`src/rtl/instruction_fetch_if.sv`:
```
`default_nettype none
// ============================================================================
// Module   : instruction_fetch_if
// Brief    : Instruction-memory request/response and decode-side handshake bundle.
// Revision : 1.0 - initial release
// ============================================================================
interface instruction_fetch_if;
    logic        imem_req;
    logic [31:0] imem_addr;
    logic        imem_ack;
    logic [31:0] imem_rdata;
    logic        redirect;
    logic [31:0] redirect_pc;
    logic        instr_valid;
    logic        instr_ready;
    logic [31:0] instruction;
    logic [31:0] instr_pc;

    modport master (
        output imem_req,
        output imem_addr,
        input  imem_ack,
        input  imem_rdata,
        input  redirect,
        input  redirect_pc,
        output instr_valid,
        input  instr_ready,
        output instruction,
        output instr_pc
    );

    modport slave (
        input  imem_req,
        input  imem_addr,
        output imem_ack,
        output imem_rdata,
        output redirect,
        output redirect_pc,
        input  instr_valid,
        output instr_ready,
        input  instruction,
        input  instr_pc
    );
endinterface
`default_nettype wire

```
`src/rtl/instruction_fetch.sv`:
```
`default_nettype none
// ============================================================================
// Module   : instruction_fetch
// Brief    : Sequential PC fetch over req/ack with a {pc, instr} FIFO toward decode.
//            Optional stall_count output enabled by INSTRUCTION_FETCH_STALL_COUNT_EN.
// Revision : 1.0 - initial release
// ============================================================================
module instruction_fetch #(
    parameter logic [31:0] RESET_PC   = 32'h0000_0000,
    parameter int          FIFO_DEPTH = 4
) (
    input  wire logic              clk,
    input  wire logic              rst,
    instruction_fetch_if.master    fetch_bus
`ifdef INSTRUCTION_FETCH_STALL_COUNT_EN
    ,
    output logic [31:0]            stall_count
`endif
);
    localparam int               PTR_W  = $clog2(FIFO_DEPTH);
    localparam int               CNT_W  = PTR_W + 1;
    localparam logic [CNT_W-1:0] c_FULL = CNT_W'(FIFO_DEPTH);

    typedef enum logic [1:0] {
        S_IDLE = 2'd0,
        S_REQ  = 2'd1,
        S_DROP = 2'd2
    } state_t;

    state_t           r_state;
    state_t           w_state_next;
    logic [31:0]      r_fetch_pc;
    logic [31:0]      w_fetch_pc_next;
    logic [CNT_W-1:0] r_count;
    logic [CNT_W-1:0] w_count_after_pop;
    logic [CNT_W-1:0] w_count_next;
    logic [PTR_W-1:0] r_rd_ptr;
    logic [PTR_W-1:0] r_wr_ptr;
    logic [PTR_W-1:0] w_rd_ptr_next;
    logic [31:0]      r_mem_pc  [FIFO_DEPTH];
    logic [31:0]      r_mem_ins [FIFO_DEPTH];
    logic [31:0]      r_instruction;
    logic [31:0]      r_instr_pc;
    logic             w_valid;
    logic             w_pop;
    logic             w_ack_in_req;
    logic             w_push;
    logic             w_redirect;
    logic [31:0]      w_redirect_target;
    logic [1:0]       w_unused_pc_lsbs;

    assign w_redirect        = fetch_bus.redirect;
    assign w_redirect_target = {fetch_bus.redirect_pc[31:2], 2'b00};
    assign w_unused_pc_lsbs  = fetch_bus.redirect_pc[1:0];

    assign w_valid           = (r_count != '0);
    assign w_pop             = w_valid & fetch_bus.instr_ready;
    assign w_ack_in_req      = (r_state == S_REQ) & fetch_bus.imem_ack;
    assign w_push            = w_ack_in_req & ~w_redirect;
    assign w_count_after_pop = r_count - CNT_W'(w_pop);
    assign w_count_next      = w_redirect ? '0 : (w_count_after_pop + CNT_W'(w_push));
    assign w_rd_ptr_next     = r_rd_ptr + PTR_W'(w_pop);

    // A redirect always wins; an ack that coincides with it closes the old request.
    always_comb begin
        w_state_next    = r_state;
        w_fetch_pc_next = r_fetch_pc;
        case (r_state)
            S_IDLE: begin
                if (r_count < c_FULL) begin
                    w_state_next = S_REQ;
                end
            end
            S_REQ: begin
                if (fetch_bus.imem_ack) begin
                    w_fetch_pc_next = r_fetch_pc + 32'd4;
                    w_state_next    = (w_count_next < c_FULL) ? S_REQ : S_IDLE;
                end
            end
            S_DROP: begin
                if (fetch_bus.imem_ack) begin
                    w_state_next = S_REQ;
                end
            end
            default: begin
                w_state_next = S_IDLE;
            end
        endcase
        if (w_redirect) begin
            w_fetch_pc_next = w_redirect_target;
            w_state_next    = ((r_state != S_IDLE) && !fetch_bus.imem_ack) ? S_DROP : S_REQ;
        end
    end

    always_ff @(posedge clk) begin
        if (rst) begin
            r_state    <= S_IDLE;
            r_fetch_pc <= RESET_PC;
        end else begin
            r_state    <= w_state_next;
            r_fetch_pc <= w_fetch_pc_next;
        end
    end

    // Head is registered so it holds its last value once the FIFO drains.
    always_ff @(posedge clk) begin
        if (rst) begin
            r_count       <= '0;
            r_rd_ptr      <= '0;
            r_wr_ptr      <= '0;
            r_instruction <= 32'h0;
            r_instr_pc    <= 32'h0;
        end else if (w_redirect) begin
            r_count  <= '0;
            r_rd_ptr <= '0;
            r_wr_ptr <= '0;
        end else begin
            r_count  <= w_count_next;
            r_rd_ptr <= w_rd_ptr_next;
            if (w_push) begin
                r_wr_ptr <= r_wr_ptr + PTR_W'(1);
            end
            if (w_push && (w_count_after_pop == '0)) begin
                r_instruction <= fetch_bus.imem_rdata;
                r_instr_pc    <= r_fetch_pc;
            end else if (w_count_after_pop != '0) begin
                r_instruction <= r_mem_ins[w_rd_ptr_next];
                r_instr_pc    <= r_mem_pc[w_rd_ptr_next];
            end
        end
    end

    always_ff @(posedge clk) begin
        if (!rst && w_push) begin
            r_mem_pc[r_wr_ptr]  <= r_fetch_pc;
            r_mem_ins[r_wr_ptr] <= fetch_bus.imem_rdata;
        end
    end

    assign fetch_bus.imem_req    = (r_state == S_REQ);
    assign fetch_bus.imem_addr   = r_fetch_pc;
    assign fetch_bus.instr_valid = w_valid;
    assign fetch_bus.instruction = r_instruction;
    assign fetch_bus.instr_pc    = r_instr_pc;

`ifdef INSTRUCTION_FETCH_STALL_COUNT_EN
    logic [31:0] r_stall_count;

    always_ff @(posedge clk) begin
        if (rst) begin
            r_stall_count <= 32'h0;
        end else if (!w_valid && (r_stall_count != 32'hFFFF_FFFF)) begin
            r_stall_count <= r_stall_count + 32'd1;
        end
    end

    assign stall_count = r_stall_count;
`endif

endmodule
`default_nettype wire
```
`src/flat_wrapper.sv`:
```
// flat-port wrapper written by rule: the top's interface ports become plain ports
module instruction_fetch_flat 
#(
    parameter logic [31:0] RESET_PC   = 32'h0000_0000,
    parameter int          FIFO_DEPTH = 4
)
  (clk, rst, fetch_bus_imem_req, fetch_bus_imem_addr, fetch_bus_imem_ack, fetch_bus_imem_rdata, fetch_bus_redirect, fetch_bus_redirect_pc, fetch_bus_instr_valid, fetch_bus_instr_ready, fetch_bus_instruction, fetch_bus_instr_pc);
  instruction_fetch_if fetch_bus_i ();
  input  wire logic clk;
  input  wire logic rst;
  output wire logic [$bits(fetch_bus_i.imem_req)-1:0] fetch_bus_imem_req;
  output wire logic [$bits(fetch_bus_i.imem_addr)-1:0] fetch_bus_imem_addr;
  input wire logic [$bits(fetch_bus_i.imem_ack)-1:0] fetch_bus_imem_ack;
  input wire logic [$bits(fetch_bus_i.imem_rdata)-1:0] fetch_bus_imem_rdata;
  input wire logic [$bits(fetch_bus_i.redirect)-1:0] fetch_bus_redirect;
  input wire logic [$bits(fetch_bus_i.redirect_pc)-1:0] fetch_bus_redirect_pc;
  output wire logic [$bits(fetch_bus_i.instr_valid)-1:0] fetch_bus_instr_valid;
  input wire logic [$bits(fetch_bus_i.instr_ready)-1:0] fetch_bus_instr_ready;
  output wire logic [$bits(fetch_bus_i.instruction)-1:0] fetch_bus_instruction;
  output wire logic [$bits(fetch_bus_i.instr_pc)-1:0] fetch_bus_instr_pc;
  assign fetch_bus_imem_req = fetch_bus_i.imem_req;
  assign fetch_bus_imem_addr = fetch_bus_i.imem_addr;
  assign fetch_bus_i.imem_ack = fetch_bus_imem_ack;
  assign fetch_bus_i.imem_rdata = fetch_bus_imem_rdata;
  assign fetch_bus_i.redirect = fetch_bus_redirect;
  assign fetch_bus_i.redirect_pc = fetch_bus_redirect_pc;
  assign fetch_bus_instr_valid = fetch_bus_i.instr_valid;
  assign fetch_bus_i.instr_ready = fetch_bus_instr_ready;
  assign fetch_bus_instruction = fetch_bus_i.instruction;
  assign fetch_bus_instr_pc = fetch_bus_i.instr_pc;
  instruction_fetch #(.RESET_PC(RESET_PC), .FIFO_DEPTH(FIFO_DEPTH)) u_core (.clk(clk), .rst(rst), .fetch_bus(fetch_bus_i));
endmodule
```
`config.mk`:
```
export PLATFORM = sky130hd
export DESIGN_NAME = instruction_fetch_flat
export DESIGN_NICKNAME = d
export VERILOG_FILES = /design/src/rtl/instruction_fetch_if.sv /design/src/rtl/instruction_fetch.sv /design/src/flat_wrapper.sv
export SDC_FILE = /design/constraint.sdc
export NUM_CORES = 1
export LEC_CHECK = 0
export BUFFER_PORTS_ARGS = -buffer_cell sky130_fd_sc_hd__buf_2
export CAP_MARGIN = 30
export CORE_MARGIN = 8
export CORE_UTILIZATION = 33
export DETAILED_ROUTE_END_ITERATION = 7
export SLEW_MARGIN = 25
export SYNTH_ARGS = -nofsm -noshare
export SYNTH_HDL_FRONTEND = slang
export SYNTH_SLANG_ARGS = --single-unit
```
`constraint.sdc`:
```
create_clock -name clk -period 11.4 [get_ports clk]
set_input_delay 2.28 -clock clk [delete_from_list [all_inputs] [get_ports clk]]
set_output_delay 2.28 -clock clk [all_outputs]
set_load 0.01 [all_outputs]
```
Yosys cells after proc, flatten, opt, wreduce, memory -nomap -nowiden. Memories as Yosys holds them, arrays and structs flattened. Index checks and enable logic that the tools add are counted.

Reductions and logical operators: 18. Add/sub/neg operators: 5. Eq/ne operators: 5. Multiplexer cells: 17. Bitwise gates (word level): 4. $lt $le $gt $ge: 2.

Operators by type and width (count): $mux W32 (7); $add A32 B3 Y32 const B (1); $mux W2 (5); $reduce_bool A2 Y1 (4); $lt A3 B3 Y1 const B (2); $pmux W2 S3 (1); $reduce_and A2 Y1 (3); $reduce_bool A3 Y1 (2); $add A3 B1 Y3 (1); $and A1 B1 Y1 (3); $logic_and A1 B1 Y1 (3); $logic_not A3 Y1 (1); $mux W1 (3); $mux W3 (1); $ne A3 B1 Y1 const B (1); $ne A3 B2 Y1 const B (1); $ne A3 B3 Y1 const B (1); $reduce_and A3 Y1 (1); $sub A3 B1 Y3 (1); $add A2 B1 Y2 (1); $add A2 B1 Y2 const B (1); $eq A2 B1 Y1 const B (1); $eq A2 B2 Y1 const B (1); $logic_not A1 Y1 (2); 3 further kinds (3).

Output and inout bits: 98. Memory bits (writable): 256. Flip-flop bits (word level): 105. Memories kept: 2.

Memories: u_core.r_mem_ins (words 4, width 32, rd ports 1, clocked after Yosys merged registers in 0, write ports 1, line instruction_fetch.sv:41) `logic [31:0] r_mem_ins [FIFO_DEPTH];`; u_core.r_mem_pc (words 4, width 32, rd ports 1, clocked after Yosys merged registers in 0, write ports 1, line instruction_fetch.sv:40) `logic [31:0] r_mem_pc [FIFO_DEPTH];`.

Depth between registers and ports, before layout.
Word-level depth: 10. Mapped depth: 11. Depth with buffers taken out: 9.

Worst setup path after synthesis. No wires, ideal clock.

Path kind: input-to-reg. Start: input fetch_bus_imem_ack. End: memory u_core.r_mem_ins[0][0] (enable). Data arrival time: 4.721 ns. Cell stages on the path: 5. Library setup time: 0.427 ns. Setup slack: 6.252 ns. Data required time: 10.973 ns. Path through: buf_2 -> nor4bb_1 -> buf_2 -> clkbuf_1 -> and3_1.

Cells in the longest elaborated chain, start to end: 5.

RTL lines: start, declared (line flat_wrapper.sv:13) `input wire logic [$bits(fetch_bus_i.imem_ack)-1:0] fetch_bus_imem_ack;`; $and A1 B1 Y1 (line instruction_fetch.sv:58) `assign w_ack_in_req = (r_state == S_REQ) & fetch_bus.imem_ack;`; $and A1 B1 Y1 (line instruction_fetch.sv:59) `assign w_push = w_ack_in_req & ~w_redirect;`; $logic_and A1 B1 Y1 (line instruction_fetch.sv:134) `if (!rst && w_push) begin`; $mux W1 (line instruction_fetch.sv:134); $mux W1 (implied by the code) (line instruction_fetch.sv:136) `r_mem_ins[r_wr_ptr] <= fetch_bus.imem_rdata;`; end, declared (line instruction_fetch.sv:41).

Every way passes these cells.

Final worst setup path.
Start: input fetch_bus_instr_ready. End: register u_core.r_instruction[21], in the netlist u_core.fetch_bus.instruction[21].

Cells in the longest elaborated chain, start to end: 6. Elaborated cells on any way between the ends: 11. Those cells by class: add/sub: 2; mux: 2; bitwise: 1; reduce/logical: 5; memory: 1.

RTL lines: start, declared (line flat_wrapper.sv:18) `input wire logic [$bits(fetch_bus_i.instr_ready)-1:0] fetch_bus_instr_ready;`; $and A1 B1 Y1 (*) (line instruction_fetch.sv:57) `assign w_pop = w_valid & fetch_bus.instr_ready;`; $sub A3 B1 Y3 (line instruction_fetch.sv:60) `assign w_count_after_pop = r_count - CNT_W'(w_pop);`; $logic_not A3 Y1 (line instruction_fetch.sv:123) `if (w_push && (w_count_after_pop == '0)) begin`; $logic_and A1 B1 Y1 (line instruction_fetch.sv:123); $reduce_bool A2 Y1 (no source line); $reduce_and A2 Y1 (no source line); end signal, assigned (line instruction_fetch.sv:124) `r_instruction <= fetch_bus.imem_rdata;`; end signal, assigned (line instruction_fetch.sv:127) `r_instruction <= r_mem_ins[w_rd_ptr_next];`; end, declared (line instruction_fetch.sv:42) `logic [31:0] r_instruction;`.

Mark *: on every way between the ends. The rest lies on a longest branch, timed or not. The select of a mux whose other input is x is not followed. A chain may end at the register's enable or synchronous reset.

==> reports/qor.json <==
{
  "iteration_0_drc_count_of_the_detailed_router": 789,
  "r2r.worst_path.cells": 10,
  "grt_setup_unrepaired": "no",
  "seq_area_frac_synth_pct": 67.2,
  "numPlacedInstances": 1614,
  "io-pin-count": 167,
  "clock-skew-final_ns": 0.0182,
  "timing_max_transition_violations_final": 0,
  "drt-pass1-iter-count": 5,
  "clk-insertion-delay-late_ns": 0.55,
  "design.final.nets": 1195,
  "clk_pin_slew_worst_paths_ns": 0.06,
  "maxClockFrequency_ghz": 0.197,
  "post_route_cells_drive_above_1_share_pct": 28.0,
  "cts-root-to-sink-buffers": 3,
  "drc_errors": 0,
  "cpPeakStageDelay_ns": 0.76,
  "synthesis.yosys.warnings": 0,
  "timing.max_cap.violations": 0,
  "fin_crit_ns": 5.07,
  "synth.ff_latch_count": 349,
  "type_of_destination_of_the_critical_path": "flip-flop",
  "netlist.top_cell.by_area": "sky130_fd_sc_hd__edfxtp_1",
  "timing.critical_path.cells": "buf_2 > and2_1 > ha_1 > ha_1 > and2_2 > buf_12 > a31oi_4 > buf_4 > o21ai_0 > a21oi_1",
  "synthDominantCellAreaShare_pct": 52.9,
  "final_hold_viols": 0,
  "worst-endpoint-arrival_ns": 5.54,
  "power-per-cell-area_mw_per_mm2": 176,
  "cts.repair.resized": 0,
  "place_hpwl_microns": 23300,
  "total_leakage_power_nw": 5.89,
  "setup-violations-final": 0,
  "syn-mean-instance-area_sq_um": 14.5,
  "gp_congestion": 0.741,
  "p_total_mw": 2.95,
  "cp_data_required_time_ns": 11.86,
  "final_critical_path_setup_slack_ns": 6.33,
  "synth-edff-count": 248,
  "critical_path.most_common_cell": "sky130_fd_sc_hd__ha_1",
  "worstHoldStart": "u_core.fetch_bus.instr_pc[16]$_SDFFE_PP0P_",
  "layout_area_growth_over_synthesis_pct": 19.4,
  "worst_hold_path_type": "reg -> reg",
  "cts_num_sinks": 349,
  "crit_path_start_kind": "primary input",
  "synth.lib_cells_used.distinct": 58,
  "post_cts_buffers": 0,
  "vias": 9128,
  "max_slew.worst_pin.slew_ns": 0.914,
  "mappedNetlistArea_sq_mm": 0.0141,
  "worst_path_dominant_cell_family": "compound AO/OA/AOI/OAI gates",
  "tns_ns": 0,
  "post_synth_main_area_contributors": "sky130_fd_sc_hd__edfxtp_1 53%, sky130_fd_sc_hd__dfxtp_1 14%, sky130_fd_sc_hd__mux4_2 9.9%",
  "grt_start_max_net_pins": 64,
  "start_util_pct": 33.5,
  "via_count_of_the_first_global_routing_pass": 9162,
  "grt_overflow_total": 0,
  "die_w_microns": 223,
  "r2r_setup_slack_ns": 7.34,
  "asyncSetResetFlopFracSynth_pct": 0,
  "cts.root.buffer_cell": "sky130_fd_sc_hd__clkbuf_16",
  "post_cts_hold_buffer_count": 0,
  "core_sq_mm": 0.0420,
  "endpoint_of_the_worst_register_to_register_path": "u_core.fetch_bus.instruction[21]$_SDFFE_PP0P_",
  "criticalPathCategory": "in -> reg",
  "htree_num_levels": 2,
  "synthFlopType": "sky130_fd_sc_hd__edfxtp_1",
  "timing.critical_path.slowest_stage_cell": "sky130_fd_sc_hd__a31oi_4",
  "max-vdd-ir-drop_uv": 77.6,
  "routed_wl_microns": 38600,
  "worstPathMaxFanout": 63,
  "post-synth-top-count-cell": "sky130_fd_sc_hd__edfxtp_1",
  "worstReg2RegStart": "u_core.r_count[2]$_SDFF_PP0_",
  "final_layout_worst_hold_slack_ns": 0.461,
  "final-instance-count-excl-fill": 1686,
  "final_antenna_net_count": 0,
  "initial_antenna_violation_count": 3,
  "grt_total_usage_pct": 15.3,
  "outcome": "completed",
  "hold_path_depth": 2,
  "routed_via_density": 5.41,
  "cp_num_buf_inv": 3,
  "netlist_top_cells_count": "248 x sky130_fd_sc_hd__edfxtp_1, 101 x sky130_fd_sc_hd__dfxtp_1, 88 x sky130_fd_sc_hd__o21ai_0",
  "diodes_inserted": 0,
  "dpl_worst_slack_ns": 5.78,
  "slew_headroom_pct": 39.1,
  "hold_end": "u_core.fetch_bus.instr_pc[16]$_SDFFE_PP0P_",
  "port-buffer-count": 160,
  "synth_cells": 973,
  "grt_pass1_wl_microns": 58500,
  "placementRows": 75,
  "cts_buffers": 39,
  "die_y_microns": 223,
  "wl_per_cell_microns": 22.9,
  "fillers": 3926,
  "min_period_over_period_pct": 44.5,
  "tritoncts_clock_tree": "yes",
  "die_area_sq_mm": 0.0496
}
[metal layers]
metal  GRT usage (%)  routed length, microns
met4            3.25                     586
met3            4.29                    2950
met5               0                      12
met1            20.4                   16700
met2            24.7                   18300
[kinds of logic (layout without fill, tap and decap cells)]
logic type / count (synthesis) / count (layout) / share of synthesized area, %
compound gates: 233 / 233 / 9.75
fa+ha+maj: 10 / 10 / 0.888
simple gates: 204 / 204 / 8.44
mux: 64 / 64 / 10.1
buf+inv: 100 / 271 / 2.89
other cells: 1 / 4 / 0.0266
xor+xnor: 12 / 12 / 0.746
flops: 349 / 349 / 67.2
[stage by stage]
| step | utilization [%] | cell area (sq um) |
|---|---|---|
| floorplan | - | 14100 |
| finish | 40.0 | 16800 |
| detailed placement | 36.9 | 15500 |
| CTS | 40.0 | 16800 |
| global placement | 36.8 | 15500 |
| global route | 40.0 | 16800 |
[area by class of cell]
type	instances	area, sq um	share of cell area (%)
sequential	349	9470	56.3
multi-input combinational	527	4340	25.8
clock buffer	54	1100	6.57
timing repair buffer	176	933	5.55
tap	539	674	4.01
clock inverter	18	211	1.26
inverter	23	86.3	0.513
[state kept, by name, indices dropped and copies added, names as in the netlist]
signal                        cells
u_core.r_mem_ins                128
u_core.r_count                    3
u_core.fetch_bus.instruction     32
u_core.r_rd_ptr                   2
u_core.r_mem_pc                 120
u_core.r_state                    2
u_core.r_wr_ptr                   2
u_core.fetch_bus.instr_pc        30
u_core.fetch_bus.imem_addr       30
[where the power goes]
part / leakage, nW / switching (mW) / total, mW / internal, mW
Combinational: 2.16 / 0.150 / 0.238 / 0.0880
Clock: 0.645 / 0.511 / 1.28 / 0.774
Sequential: 3.09 / 0.0357 / 1.43 / 1.40
[cell usage in the layout, fill, tap and decap left out, types with 6 or more instances in the layout]
master / instances
sky130_fd_sc_hd__mux4_2: 62
sky130_fd_sc_hd__o31ai_1: 6
sky130_fd_sc_hd__inv_1: 20
sky130_fd_sc_hd__or3_1: 6
sky130_fd_sc_hd__a21oi_1: 83
sky130_fd_sc_hd__o21ai_0: 88
sky130_fd_sc_hd__nor3_1: 15
sky130_fd_sc_hd__clkbuf_1: 10
sky130_fd_sc_hd__nand4b_1: 24
sky130_fd_sc_hd__edfxtp_1: 248
sky130_fd_sc_hd__ha_1: 9
sky130_fd_sc_hd__or4_1: 12
sky130_fd_sc_hd__clkbuf_16: 41
sky130_fd_sc_hd__nand2_1: 43
sky130_fd_sc_hd__buf_2: 160
sky130_fd_sc_hd__nand4_1: 14
sky130_fd_sc_hd__nor4_1: 9
sky130_fd_sc_hd__xnor2_1: 9
sky130_fd_sc_hd__nor2_1: 32
sky130_fd_sc_hd__nand3_1: 11
sky130_fd_sc_hd__a311oi_1: 13
sky130_fd_sc_hd__a211oi_1: 12
sky130_fd_sc_hd__and2_1: 9
sky130_fd_sc_hd__dfxtp_1: 101
sky130_fd_sc_hd__and3_1: 7
sky130_fd_sc_hd__buf_4: 15
[worst max path at each step]
| stage | start | to | slack (ns) | depth (start not counted) |
|---|---|---|---|---|
| global placement | fetch_bus_instr_ready | u_core.fetch_bus.instr_pc[2]$_SDFFE_PP0P_ | 5.72 | 8 |
| CTS | fetch_bus_instr_ready | u_core.fetch_bus.instruction[23]$_SDFFE_PP0P_ | 6.36 | 10 |
| global route | fetch_bus_instr_ready | u_core.fetch_bus.instruction[17]$_SDFFE_PP0P_ | 6.08 | 10 |
| floorplan | fetch_bus_imem_ack | u_core.r_mem_ins[0][0]$_DFFE_PP_ | 6.25 | 5 |
| detailed placement | fetch_bus_instr_ready | u_core.fetch_bus.instr_pc[21]$_SDFFE_PP0P_ | 5.78 | 10 |
| finish | fetch_bus_instr_ready | u_core.fetch_bus.instruction[21]$_SDFFE_PP0P_ | 6.33 | 10 |
[worst min-delay path: stages (launching register included)]
cell                      delay [ns]
sky130_fd_sc_hd__dfxtp_1        0.31
sky130_fd_sc_hd__nand2_1        0.05
sky130_fd_sc_hd__a21oi_1        0.05
(Power assumes the default switching activity.)
